File: src/rtl/c_register.sv
// Generic holding register: captures in on a clk rising edge while save is high, else holds.
// Latency 1 cycle from sample to out; no backpressure, a load is accepted on every enabled edge.
module c_register #(
    parameter int BITS        = 16,
    parameter     RESET_VALUE = 0
) (
    input  logic            clk,
    input  logic            rst,
    input  logic            save,
    input  logic [BITS-1:0] in,
    output logic [BITS-1:0] out
);

    if (BITS < 1) begin : g_bits_check
        $error("c_register: BITS must be 1 or more, got %0d", BITS);
    end

    // Reset value is cut or zero-padded to the register width.
    localparam logic [BITS-1:0] RST_VAL = BITS'(RESET_VALUE);

    logic [BITS-1:0] out_q;
    logic [BITS-1:0] out_d;

    always_comb begin
        out_d = out_q;
        if (save) begin
            out_d = in;
        end
    end

    always_ff @(posedge clk or negedge rst) begin
        if (!rst) begin
            out_q <= RST_VAL;
        end else begin
            out_q <= out_d;
        end
    end

    assign out = out_q;

endmodule

File: config.mk
export PLATFORM = sky130hd
export DESIGN_NAME = c_register
export DESIGN_NICKNAME = d
export VERILOG_FILES = /design/src/rtl/c_register.sv
export SDC_FILE = /design/constraint.sdc
export NUM_CORES = 1
export LEC_CHECK = 0
export CORE_AREA = 5 5 45 54
export CTS_CLUSTER_SIZE = 20
export DETAILED_ROUTE_END_ITERATION = 7
export DIE_AREA = 0 0 50 59
export PLACE_DENSITY = 0.74
export SLEW_MARGIN = 20
export SYNTH_ARGS = -nofsm -noshare
export SYNTH_HDL_FRONTEND = slang
export SYNTH_SLANG_ARGS = --single-unit
export TNS_END_PERCENT = 100
File: constraint.sdc
create_clock -name clk -period 0.8 [get_ports clk]
set_input_delay 0.12 -clock clk [delete_from_list [all_inputs] [get_ports clk]]
set_output_delay 0.12 -clock clk [all_outputs]
set_load 0.005 [all_outputs]
==> results.yml <==
setup_path:
  crit_chain: "buf_2"
  critical_path_class: "reg2out"
  worst_setup_path_end_kind: "primary output"
  cp_num_buf_inv: 1
  slowest_stage: "dfrtp_1"
  crit_fanout: 2
  crit_path_max_incr_delay_ns: 0.40
  cp_top_family: "flip-flops"
  cp-start-kind: "flip-flop"
  crit_required_ns: 0.68
  critPathArrivalTime_ns: 0.80
global_route:
  gr-usage-all-layers: 0.1087
  grt_max_degree: 17
  grt.overflow.total: 0
  antenna_found_initial: 0
  grt_pass1_wl_um: 2442
  grt_pass1_vias: 515
cells_and_area:
  syn2layout_area_growth_pct: 67.82
  fin_cells: 100
  layout-drive-gt1-share: 0.5802
  final_cell_mix: "clkdlybuf4s50_1, dfrtp_1, buf_2, mux2_4, mux2_2"
  fillerInstances: 157
  largest_reg_flops: 16
  final_common_cell: "clkdlybuf4s50_1"
  nets: 101
  antenna_cells: 0
  final_util: 0.5958
route:
  drc: 0
  firstDrtPassIters: 1
  initialDrtViolationCount: 0
  drtAntennaViolNets: 0
  viasPerCell: 4.550
  routedWlPerCell_um: 14.35
  vias: 455
  wl_um: 1435
synthesis:
  synth.top_cell.area_share: 0.6166
  synthTopCellsByArea: "dfrtp_1, mux2_4, mux2_2"
  synth_top_area_cell: "dfrtp_1"
  syn_nets: 53
  post_synth.cell_area_avg_um2: 19.10
  yosysUniqueCellTypes: 5
  syn_inst: 34
  yosys_warnings: 0
  ys_seq_elements: 16
  syn_area_um2: 649.4
  yosysSeqAreaShare: 0.6166
cts:
  cts_tree: "done"
  clk_latency_ns: 0.27
  numCtsBuffers: 3
  cts.sinks: 16
  htree_levels: 1
  clkTransAtPathRegs_ns: 0.09
  root_buffer: "clkbuf_4"
  cts_max_path_buffers: 2
power_and_ir_drop:
  combPwrFrac: 0.238
  internal_power_mw: 1.493
  clockPowerShare: 0.272
  power_mw: 1.897
  p_seq_frac: 0.490
  p_leak_nw: 0.5312
  power_density_nw_per_um2: 1741
  p_sw_frac: 0.2127
  irDropWorstVdd_mv: 0.9538
  power_switching_uw: 403.4
placed_design:
  pre_cts_slack_ns: -0.4723
  place_congestion: 0.6069
  dp_cells: 93
  io_buffers: 34
  dp_hpwl_um: 1033
timing:
  period_needed_ns: 0.9246
  worst_slew_pin_slew_ns: 0.1601
  final-hold-violation-count: 0
  maxSlewHeadroom: 0.8933
  clock.fmax_ghz: 1.082
  setup_viol: 25
  clock_skew_ns: 0
  final-max-slew-violation-count: 0
  final.period_utilization: 1.156
  totalNegativeSetupSlack_ns: -2.302
  rsz0062_at_grt: "true"
  fin_ws_ns: -0.1246
floorplan:
  ios: 35
  start_util: 0.3550
  core-area_um2: 1829
  dieArea_um2: 2950
  die_h_um: 59
  rows: 17
  chipWidth_um: 50
job:
  max_cap_violations: 0
status:
  status: "complete, but fails checks"
  failed_checks: "setup timing"
worst_hold_path:
  hold_class: "in2async"
==> kinds of logic after synthesis <==
kind of cell | after synthesis | share of synthesized area
buffers and inverters | 2 | 0.04817
DFF | 16 | 0.6166
muxes | 16 | 0.3352
==> power groups by stage <==
stage                     combinational (mW)  sequential (mW)  clock, mW
after detailed placement               0.484            0.948          0
after global routing                   0.490            0.944      0.578
after CTS                              0.440            0.927      0.544
after global placement                 0.482            0.946          0
after floorplan                        0.145            0.953          0
final                                  0.452            0.929      0.516
==> through the flow <==
| stage | cell area, um^2 | hold slack, ns |
|---|---|---|
| 2_1_floorplan | 649.4 | -0.1756 |
| 3_3_place_gp | 1067 | 0.4717 |
| 3_5_place_dp | 1067 | 0.4738 |
| 4_1_cts | 1067 | 0.1577 |
| 5_1_grt | 1090 | 0.1491 |
| 6_report | 1090 | 0.1651 |
==> cell usage after synthesis <==
library cell and number:
buf_12 1, mux2_4 10, mux2_2 6, dfrtp_1 16, buf_6 1
==> metal layers <==
metal	wire, um	track usage	up-vias	part of all wire
met5	0	0	-	0
met4	0	0.04494	0	0
met3	125	0.04282	0	0.087
met2	721	0.1652	20	0.50
met1	588	0.1365	221	0.41
li1	-	-	214	-
==> worst register-to-register path: cells and delay by family (launching register included) <==
kind,cells,cell delay (ns)
DFF,1,0.39
muxes,1,0.26
buffers and inverters,1,0.11
==> worst paths after layout <==
kind	start	endpoint	slack, ns	cells past startpoint
worst max-delay path	out[5]	out[5]	-0.12	1
worst min-delay path	rst	out[5]	0.17	2
worst max register to register	out[8]	out[8]	-0.07	2
worst min register to register	out[0]	out[0]	0.51	1
max in group asynchronous	rst	out[14]	0.52	2
min in group clk	save	out[3]	0.40	3
==> repair_timing <==
action	in CTS	in global routing
setup buffers	6	1
cloned	1	0
endpoints found under the setup margin	32	23
hold buffers	0	0
gates resized for setup	67	4
pin swaps	0	0
==> final cells by class <==
class	count	area [um^2]	area share
repair buffers	45	411.6	0.3777
clock buffers	4	36.28	0.03329
flip-flops and latches	16	400.4	0.3674
well taps	19	23.77	0.02181
multi-input cells	16	217.7	0.1998
(Power assumes the default switching activity.)
